<file path="src/rtl/mc6809_bus_initiator_pkg.sv">
// Shared types and constants for the 6809-style bus initiator.
package mc6809_bus_pkg;

    localparam int ADDR_W = 16;
    localparam int DATA_W = 8;
    localparam logic [ADDR_W-1:0] DEAD_ADDR = 16'hFFFF;

    typedef enum logic [2:0] {
        Q0      = 3'd0,
        Q1      = 3'd1,
        Q2      = 3'd2,
        Q3      = 3'd3,
        STRETCH = 3'd4
    } phase_e;

    function automatic logic phase_e_high(phase_e p);
        return (p == Q2) || (p == Q3) || (p == STRETCH);
    endfunction

    function automatic logic phase_q_high(phase_e p);
        return (p == Q1) || (p == Q2);
    endfunction

endpackage

</file>
<file path="src/rtl/mc6809_bus_initiator_if.sv">
// Request side and bus-pin side of the initiator, grouped for port hookup.
interface mc6809_bus_initiator_if;
    import mc6809_bus_pkg::*;

    logic              i_req;
    logic              i_req_rw;
    logic [ADDR_W-1:0] i_req_addr;
    logic [DATA_W-1:0] i_req_wdata;
    logic              o_req_ready;
    logic              o_rsp_valid;
    logic [DATA_W-1:0] o_rsp_rdata;
    logic              o_rsp_err;
    logic              o_E;
    logic              o_Q;
    logic [ADDR_W-1:0] o_ADDRESS_BUS;
    logic              o_RW;
    logic [DATA_W-1:0] o_DATA_OUT;
    logic              o_DATA_OE;
    logic [DATA_W-1:0] i_DATA_IN;
    logic              i_MRDY;

    modport master (
        input  i_req, i_req_rw, i_req_addr, i_req_wdata, i_DATA_IN, i_MRDY,
        output o_req_ready, o_rsp_valid, o_rsp_rdata, o_rsp_err,
               o_E, o_Q, o_ADDRESS_BUS, o_RW, o_DATA_OUT, o_DATA_OE
    );

    modport slave (
        output i_req, i_req_rw, i_req_addr, i_req_wdata, i_DATA_IN, i_MRDY,
        input  o_req_ready, o_rsp_valid, o_rsp_rdata, o_rsp_err,
               o_E, o_Q, o_ADDRESS_BUS, o_RW, o_DATA_OUT, o_DATA_OE
    );

endinterface

</file>
<file path="src/rtl/mc6809_bus_initiator_eq_phase_gen.sv">
// E/Q quadrature phase generator with MRDY stretch and timeout.
//   state   | meaning
//   Q0      | E=0 Q=0, address settles
//   Q1      | E=0 Q=1, write data driven
//   Q2      | E=1 Q=1
//   Q3      | E=1 Q=0, MRDY sampled on last clk
//   STRETCH | E=1 Q=0, extra quarter while responder holds MRDY low
module eq_phase_gen
    import mc6809_bus_pkg::*;
#(
    parameter int CLKS_PER_QUARTER = 4,
    parameter int MAX_STRETCH      = 40
) (
    input  logic   clk,
    input  logic   rst_n,
    input  logic   i_mrdy,
    output phase_e o_phase_nxt,
    output logic   o_boundary,
    output logic   o_timeout,
    output logic   o_e,
    output logic   o_q
);
    localparam int QC_W = $clog2(CLKS_PER_QUARTER);
    localparam int SC_W = $clog2(MAX_STRETCH + 1);

    logic [QC_W-1:0] qc_q, qc_d;
    logic [SC_W-1:0] sc_q, sc_d;
    phase_e          phase_q, phase_d;
    logic            e_q, q_q;
    logic            last_clk;

    assign last_clk = (qc_q == QC_W'(CLKS_PER_QUARTER - 1));

    always_comb begin
        qc_d       = last_clk ? '0 : qc_q + QC_W'(1);
        phase_d    = phase_q;
        sc_d       = sc_q;
        o_boundary = 1'b0;
        o_timeout  = 1'b0;
        if (last_clk) begin
            case (phase_q)
                Q0: phase_d = Q1;
                Q1: phase_d = Q2;
                Q2: phase_d = Q3;
                Q3: begin
                    if (i_mrdy) begin
                        phase_d    = Q0;
                        o_boundary = 1'b1;
                    end else begin
                        phase_d = STRETCH;
                        sc_d    = sc_q + SC_W'(1);
                    end
                end
                STRETCH: begin
                    // Timeout forces the end even with MRDY still low
                    if (i_mrdy || (sc_q == SC_W'(MAX_STRETCH))) begin
                        phase_d    = Q0;
                        o_boundary = 1'b1;
                        o_timeout  = ~i_mrdy;
                    end else begin
                        sc_d = sc_q + SC_W'(1);
                    end
                end
                default: phase_d = Q0;
            endcase
        end
        if (phase_d == Q0) sc_d = '0;
    end

    always_ff @(posedge clk or negedge rst_n) begin
        if (!rst_n) begin
            qc_q    <= '0;
            sc_q    <= '0;
            phase_q <= Q0;
            e_q     <= 1'b0;
            q_q     <= 1'b0;
        end else begin
            qc_q    <= qc_d;
            sc_q    <= sc_d;
            phase_q <= phase_d;
            e_q     <= phase_e_high(phase_d);
            q_q     <= phase_q_high(phase_d);
        end
    end

    assign o_phase_nxt = phase_d;
    assign o_e         = e_q;
    assign o_q         = q_q;

endmodule

</file>
<file path="src/rtl/mc6809_bus_initiator.sv">
// 6809-style bus initiator: request latch, bus drive and response around the E/Q generator.
module mc6809_bus_initiator
    import mc6809_bus_pkg::*;
#(
    parameter int CLKS_PER_QUARTER = 4,
    parameter int MAX_STRETCH      = 40
) (
    input logic                  clk,
    input logic                  i_RESET,
    mc6809_bus_initiator_if.master bus
);
    phase_e phase_nxt;
    logic   boundary, timeout, e_clk, q_clk, accept;

    eq_phase_gen #(
        .CLKS_PER_QUARTER (CLKS_PER_QUARTER),
        .MAX_STRETCH      (MAX_STRETCH)
    ) u_eq_phase_gen (
        .clk         (clk),
        .rst_n       (i_RESET),
        .i_mrdy      (bus.i_MRDY),
        .o_phase_nxt (phase_nxt),
        .o_boundary  (boundary),
        .o_timeout   (timeout),
        .o_e         (e_clk),
        .o_q         (q_clk)
    );

    logic [ADDR_W-1:0] addr_q, addr_d;
    logic [DATA_W-1:0] dout_q, dout_d, rdata_q, rdata_d;
    logic              rw_q, rw_d, active_q, active_d, oe_q, oe_d;
    logic              rsp_valid_q, rsp_valid_d, err_q, err_d;

    assign accept = bus.i_req & boundary;

    always_comb begin
        addr_d      = addr_q;
        rw_d        = rw_q;
        dout_d      = dout_q;
        active_d    = active_q;
        rsp_valid_d = boundary & active_q;
        rdata_d     = (boundary & active_q & rw_q) ? bus.i_DATA_IN : '0;
        err_d       = boundary & active_q & timeout;
        // Without acceptance the next cycle is a dead cycle
        if (boundary) begin
            active_d = accept;
            rw_d     = accept ? bus.i_req_rw : 1'b1;
            addr_d   = accept ? bus.i_req_addr : DEAD_ADDR;
            dout_d   = (accept && !bus.i_req_rw) ? bus.i_req_wdata : '0;
        end
        oe_d = active_d & ~rw_d & (phase_nxt != Q0);
    end

    always_ff @(posedge clk or negedge i_RESET) begin
        if (!i_RESET) begin
            addr_q      <= DEAD_ADDR;
            rw_q        <= 1'b1;
            dout_q      <= '0;
            active_q    <= 1'b0;
            oe_q        <= 1'b0;
            rsp_valid_q <= 1'b0;
            rdata_q     <= '0;
            err_q       <= 1'b0;
        end else begin
            addr_q      <= addr_d;
            rw_q        <= rw_d;
            dout_q      <= dout_d;
            active_q    <= active_d;
            oe_q        <= oe_d;
            rsp_valid_q <= rsp_valid_d;
            rdata_q     <= rdata_d;
            err_q       <= err_d;
        end
    end

    assign bus.o_req_ready   = accept;
    assign bus.o_rsp_valid   = rsp_valid_q;
    assign bus.o_rsp_rdata   = rdata_q;
    assign bus.o_rsp_err     = err_q;
    assign bus.o_E           = e_clk;
    assign bus.o_Q           = q_clk;
    assign bus.o_ADDRESS_BUS = addr_q;
    assign bus.o_RW          = rw_q;
    assign bus.o_DATA_OUT    = dout_q;
    assign bus.o_DATA_OE     = oe_q;

endmodule
</file>
<file path="src/flat_wrapper.sv">
// flat-port wrapper written by rule: the top's interface ports become plain ports
module mc6809_bus_initiator_flat import mc6809_bus_pkg::*;
#(
    parameter int CLKS_PER_QUARTER = 4,
    parameter int MAX_STRETCH      = 40
)
  (clk, i_RESET, bus_i_req, bus_i_req_rw, bus_i_req_addr, bus_i_req_wdata, bus_i_DATA_IN, bus_i_MRDY, bus_o_req_ready, bus_o_rsp_valid, bus_o_rsp_rdata, bus_o_rsp_err, bus_o_E, bus_o_Q, bus_o_ADDRESS_BUS, bus_o_RW, bus_o_DATA_OUT, bus_o_DATA_OE);
  mc6809_bus_initiator_if bus_i ();
  input logic clk;
  input logic i_RESET;
  input wire logic [$bits(bus_i.i_req)-1:0] bus_i_req;
  input wire logic [$bits(bus_i.i_req_rw)-1:0] bus_i_req_rw;
  input wire logic [$bits(bus_i.i_req_addr)-1:0] bus_i_req_addr;
  input wire logic [$bits(bus_i.i_req_wdata)-1:0] bus_i_req_wdata;
  input wire logic [$bits(bus_i.i_DATA_IN)-1:0] bus_i_DATA_IN;
  input wire logic [$bits(bus_i.i_MRDY)-1:0] bus_i_MRDY;
  output wire logic [$bits(bus_i.o_req_ready)-1:0] bus_o_req_ready;
  output wire logic [$bits(bus_i.o_rsp_valid)-1:0] bus_o_rsp_valid;
  output wire logic [$bits(bus_i.o_rsp_rdata)-1:0] bus_o_rsp_rdata;
  output wire logic [$bits(bus_i.o_rsp_err)-1:0] bus_o_rsp_err;
  output wire logic [$bits(bus_i.o_E)-1:0] bus_o_E;
  output wire logic [$bits(bus_i.o_Q)-1:0] bus_o_Q;
  output wire logic [$bits(bus_i.o_ADDRESS_BUS)-1:0] bus_o_ADDRESS_BUS;
  output wire logic [$bits(bus_i.o_RW)-1:0] bus_o_RW;
  output wire logic [$bits(bus_i.o_DATA_OUT)-1:0] bus_o_DATA_OUT;
  output wire logic [$bits(bus_i.o_DATA_OE)-1:0] bus_o_DATA_OE;
  assign bus_i.i_req = bus_i_req;
  assign bus_i.i_req_rw = bus_i_req_rw;
  assign bus_i.i_req_addr = bus_i_req_addr;
  assign bus_i.i_req_wdata = bus_i_req_wdata;
  assign bus_i.i_DATA_IN = bus_i_DATA_IN;
  assign bus_i.i_MRDY = bus_i_MRDY;
  assign bus_o_req_ready = bus_i.o_req_ready;
  assign bus_o_rsp_valid = bus_i.o_rsp_valid;
  assign bus_o_rsp_rdata = bus_i.o_rsp_rdata;
  assign bus_o_rsp_err = bus_i.o_rsp_err;
  assign bus_o_E = bus_i.o_E;
  assign bus_o_Q = bus_i.o_Q;
  assign bus_o_ADDRESS_BUS = bus_i.o_ADDRESS_BUS;
  assign bus_o_RW = bus_i.o_RW;
  assign bus_o_DATA_OUT = bus_i.o_DATA_OUT;
  assign bus_o_DATA_OE = bus_i.o_DATA_OE;
  mc6809_bus_initiator #(.CLKS_PER_QUARTER(CLKS_PER_QUARTER), .MAX_STRETCH(MAX_STRETCH)) u_core (.clk(clk), .i_RESET(i_RESET), .bus(bus_i));
endmodule
</file>
<file path="config.mk">
export PLATFORM = sky130hd
export DESIGN_NAME = mc6809_bus_initiator_flat
export DESIGN_NICKNAME = d
export VERILOG_FILES = /design/src/rtl/mc6809_bus_initiator_pkg.sv /design/src/rtl/mc6809_bus_initiator_if.sv /design/src/rtl/mc6809_bus_initiator_eq_phase_gen.sv /design/src/rtl/mc6809_bus_initiator.sv /design/src/flat_wrapper.sv
export SDC_FILE = /design/constraint.sdc
export NUM_CORES = 1
export LEC_CHECK = 0
export CAP_MARGIN = 40
export CORE_MARGIN = 4
export CORE_UTILIZATION = 45
export DETAILED_ROUTE_END_ITERATION = 16
export PLACE_DENSITY = 0.82
export SLEW_MARGIN = 30
export SYNTH_ARGS = -nofsm -noshare
export SYNTH_HDL_FRONTEND = slang
export SYNTH_SLANG_ARGS = --single-unit
</file>
<file path="constraint.sdc">
create_clock -name clk -period 2.2 [get_ports clk]
set_input_delay 0.22 -clock clk [delete_from_list [all_inputs] [get_ports clk]]
set_output_delay 0.22 -clock clk [all_outputs]
set_load 0.1 [all_outputs]
</file>
# After elaboration in Yosys (flattened, before gate mapping)
# Cells that the tools add are included.
# word_totals
reg_bits	50
latch_bits	0
ramBits	0
mem_bits_ro	0
inputBits	37
output_inout_bits	39
wordCells	70
mem_count	0
# classes
addsub	2
multipliers	0
n_div	0
order_cmp	0
n_eq_ne	12
shift	0
mux	23
n_bitwise	8
n_reduce_logical	12
# ops
cell	n
$mux 6	4
$mux 16	1
$mux 8	2
$pmux 3 s5	1
$eq 3x2->1 const B	4
$pmux 6 s2	1
$mux 1	9
$mux 3	3
$add 6x1->6 const B	1
$and 1x1->1	6
$eq 3x1->1 const B	2
$eq 3x3->1 const B	2
$eq 6x6->1 const B	1
$logic_not 3->1	2
$ne 3x3->1 const B	2
$reduce_bool 3->1	2
$logic_or 1x1->1	4
$reduce_and 4->1	1
$add 2x1->2 const B	1
$eq 2x2->1 const B	1
$mux 2	1
$not 1->1	2
$pmux 1 s2	1
$reduce_bool 2->1	1
other kinds (2)	2

# Longest topological paths before layout
# Gate-level depths: netlist (run 1).
# logic_depth
depth_word	11
depth_mapped	8
depth_no_buf	7

# Hierarchy
# Synthesis (run 1) repeated with hierarchy kept, for this count alone.
# hier_totals
cells_unflattened	225
hier_area_um2	2311.0
# by_module_without_submodules
mod	n_inst	cells_per_inst	area_per_inst_um2	seq_area_each_um2
mc6809_bus_initiator	1	137	1460.2	947.2
eq_phase_gen	1	88	850.8	325.3

# Worst setup path after synthesis (run 1)
# OpenSTA, ideal clock, no wires.
# synth_timing
kind	reg-to-output
from	reg u_core.u_eq_phase_gen.sc_q[0]
to	out bus_o_req_ready
arrival_time_ps	2473
required_ps	1980
slack_ps	-493
path_stages_with_launch	7
path_buffers	0
cell_sequence	dfrtp_1 inv_1 ha_1 nand4b_1 nor3_1 o21ai_2 nor2_1
# synth_between
elab_chain_len	6
# synth_rtl
element	line_no	text
from (decl)	mc6809_bus_initiator_eq_phase_gen.sv:27	logic [SC_W-1:0] sc_q, sc_d;
from (signal assigned)	mc6809_bus_initiator_eq_phase_gen.sv:73	sc_q <= '0;
from (signal assigned)	mc6809_bus_initiator_eq_phase_gen.sv:79	sc_q <= sc_d;
$eq 6x6->1	mc6809_bus_initiator_eq_phase_gen.sv:56	if (i_mrdy || (sc_q == SC_W'(MAX_STRETCH))) begin
$logic_or 1x1->1	mc6809_bus_initiator_eq_phase_gen.sv:56	
$mux 1	mc6809_bus_initiator_eq_phase_gen.sv:56	
$pmux 1 s2	mc6809_bus_initiator_eq_phase_gen.sv:41	case (phase_q)
$mux 1	mc6809_bus_initiator_eq_phase_gen.sv:40	if (last_clk) begin
$and 1x1->1	mc6809_bus_initiator.sv:34	assign accept = bus.i_req & boundary;
to (decl)	flat_wrapper.sv:17	output wire logic [$bits(bus_i.o_req_ready)-1:0] bus_o_req_ready;
# No other way between the ends.

# Worst setup path after layout (run 1)
# Ends and elaborated chain as after synthesis.

==> run summary, run 1 <==
Mapped Cells: 215
worst skew pair latency: 0.30 ns
worst-margin pin slew: 0.5328 ns
final instance area: 0.003089 mm²
VDD IR max: 0.8804 mV
DR vias: 1758
WL/cell: 14.22 µm
Tightest Hold Check Type: in -> async
area of the core: 0.004504 mm²
IO buf count: 75
# DRC: 0
gpl congestion: 0.8187
Syn Area/Cell: 10.09 µm²
RR Startpoint: u_core.u_eq_phase_gen.sc_q[0]
top sig layer: met4
Post-synth EDFFs: 0
Reg2Reg Setup Slack: 0.28 ns
Die X: 77.44 µm
H-tree levels: 2
CTS buffer count: 5
Routed Antenna Nets: 0
Leak: 1.425 nW
Synth area leaders: dfrtp_1 38%, dfstp_2 21%, nand2_1 6.4%
met3 routed WL: 250 µm
Filler cells: 336
worst-path fanout max: 6
Final Hold Fails: 0
R2R cell count: 8
final period utilization: 0.9741
top cell type's share of synthesized area: 0.3806
largest net degree at the start of global routing: 45
CTS root buffer: clkbuf_8
Starting Density: 0.4817
initial antenna violation count: 0
dpl hpwl: 3780 µm
grt ovf: 0
Sink Count: 50
vias in the first global route: 1728
GRT Util Overall: 0.1720
Worst Path Required: 1.98 ns
top-count cell post-synth: nand2_1
part of the Yosys area used for sequential elements: 0.5865
critical path endpoint category: primary output
Die ar.: 0.005996 mm²
Setup crit start kind: flop
Post-layout nets: 340
first-pass GRT wire length: 8245 µm
Post-Syn Area: 0.002170 mm²
# setup viols final: 0
Slew Limit Headroom: 0.6448
clk_skew: 0.003532 ns
share of cells above drive strength 1: 0.2824
Pins Over Slew Limit: 0
Final min period: 2.143 ns
Worst EP arrival: 1.92 ns
overall power: 4.400 mW
Initial DRC Count: 103
DRT Pass-1 Iters: 4
Synth area leader: dfrtp_1
Routed met2 length: 2554 µm
number of vias per cell: 4.980
routed metal-1 wirelength: 2134 µm
status: complete, no violations
Worst R2R End: u_core.u_eq_phase_gen.sc_q[2]
DRT Wirelength: 5019 µm
pre-CTS WS: 0.2195 ns
Die Y: 77.44 µm
CP Class: reg -> out
Bufs on Longest Clock Path: 2
Fmax: 466.6 MHz
area delta synth->final: 42.39%
PnR worst setup slack: 0.05700 ns
asr flop ratio synth: 1.000
Pwr per Cell Area: 1424 mW/mm²
Ys Warns: 0
syn_nets: 255
flops & latches, synth: 50
n_diodes: 0
row count: 24
Top FF cell, synth: dfrtp_1
most frequent cells after synthesis: 37 x nand2_1, 33 x dfrtp_1, 30 x nor2_1, 24 x o21ai_1, 17 x dfstp_2
Fin Setup TNS: 0 ns
# IOs: 76
Max Cap Violations: 0
Area after DPL: 0.002980 mm²
TritonCTS clock tree: built
Worst-path clk slew: 0.09 ns
synth unique cells: 37
final hold slack: 0.4249 ns
[state kept, by name, summed over array words and instances (netlist names)]
signal                         count
u_core.bus.o_rsp_rdata             8
u_core.u_eq_phase_gen.qc_q         2
u_core.u_eq_phase_gen.o_e          1
u_core.u_eq_phase_gen.phase_q      3
u_core.u_eq_phase_gen.sc_q         6
u_core.bus.o_rsp_err               1
u_core.u_eq_phase_gen.o_q          1
u_core.bus.o_RW                    1
u_core.bus.o_DATA_OUT              8
u_core.bus.o_rsp_valid             1
u_core.bus.o_ADDRESS_BUS          16
u_core.bus.o_DATA_OE               1
u_core.active_q                    1
[cell families (layout without fill, tap and decap cells)]
kind of cell,Yosys count,in the layout,synth area share
simple gates,94,94,0.1978
flops,50,50,0.5865
compound gates,43,43,0.1321
buf+inv,18,104,0.03633
xor+xnor,5,5,0.02018
fa+ha+maj,3,3,0.01730
mux,2,2,0.009804
[metal layers]
layer | GRT usage | vias up
met4 | 0.06406 | 0
li1 | - | 874
met1 | 0.2173 | 836
met3 | 0.04282 | 7
met2 | 0.2867 | 41
met5 | 0 | -
[power by group]
group          switching, mW  internal (mW)  leakage [nW]
registers              0.134           1.27         0.621
clock network          0.294          0.225        0.0452
logic                   1.93          0.552         0.760
total                   2.35           2.05          1.43
[cells in the final DEF (no fill, tap or decap), types with 2 or more instances in the layout]
master,synthesis,layout
nor2_1,30,29
a211oi_1,3,3
dfrtp_1,33,33
buf_4,0,49
clkdlybuf4s50_1,0,35
nand2_1,37,37
a21oi_1,5,5
xnor2_1,4,4
nand3_1,3,3
and2_1,8,8
inv_1,6,6
o21ai_1,24,24
ha_1,3,3
dfstp_2,17,17
nand3b_1,2,2
a21boi_1,2,2
nor3_2,1,2
buf_12,0,2
clkbuf_8,0,5
nand2b_1,4,4
a21o_1,3,3
[area by class of cell]
class / instances / area (µm²) / area share
Clock buffer: 6 / 72.57 / 0.02349
Clock inverter: 2 / 13.76 / 0.004455
Tap cell: 52 / 65.06 / 0.02106
Multi-Input combinational cell: 147 / 838.3 / 0.2714
Timing Repair Buffer: 89 / 800.8 / 0.2592
Inverter: 7 / 26.28 / 0.008505
Sequential cell: 50 / 1272 / 0.4119
[worst max-delay path by stage]
stage,startpoint,end,slack (ns),cells past startpoint
after global routing,u_core.u_eq_phase_gen.sc_q[1],bus_o_req_ready,-0.03,7
after global placement,u_core.u_eq_phase_gen.sc_q[0],u_core.bus.o_rsp_rdata[5],0.32,7
after detailed placement,u_core.u_eq_phase_gen.sc_q[0],u_core.bus.o_rsp_rdata[5],0.22,7
after floorplan,u_core.u_eq_phase_gen.sc_q[0],bus_o_req_ready,0.29,6
after CTS,u_core.u_eq_phase_gen.sc_q[0],bus_o_req_ready,0.02,7
final,u_core.u_eq_phase_gen.sc_q[0],bus_o_req_ready,0.06,7
[stage by stage]
step / instances / utilization
floorplan: 215 / -
finish: 353 / 0.6858
CTS: 352 / 0.6842
global placement: 342 / 0.6556
detailed placement: 343 / 0.6617
global route: 353 / 0.6858
[worst max-delay path: stages, from the launching register on]
cell	delay, ns
dfrtp_1	0.44
inv_1	0.09
ha_1	0.15
nand4b_1	0.18
nor3_2	0.29
o21ai_4	0.13
nor2_4	0.16
buf_12	0.18
[repair_timing]
action,in CTS,in global routing
endpoints found under the hold margin,20,0
pin swaps,0,1
endpoints found under the setup margin,1,1
resized for setup,1,0
hold buffers,1,0
setup buffers,0,1
Power figures use the tool's default switching activity.
==> inputs of run 2 (changes only) <==
--- a/config.mk
+++ b/config.mk
@@ -9,6 +9,7 @@
 export CORE_MARGIN = 4
 export CORE_UTILIZATION = 45
 export DETAILED_ROUTE_END_ITERATION = 16
+export HOLD_SLACK_MARGIN = 0.05
 export PLACE_DENSITY = 0.82
 export SLEW_MARGIN = 30
 export SYNTH_ARGS = -nofsm -noshare
==> results of run 2 <==
The final DEF is identical to that of run 1; final timing and power are the same.
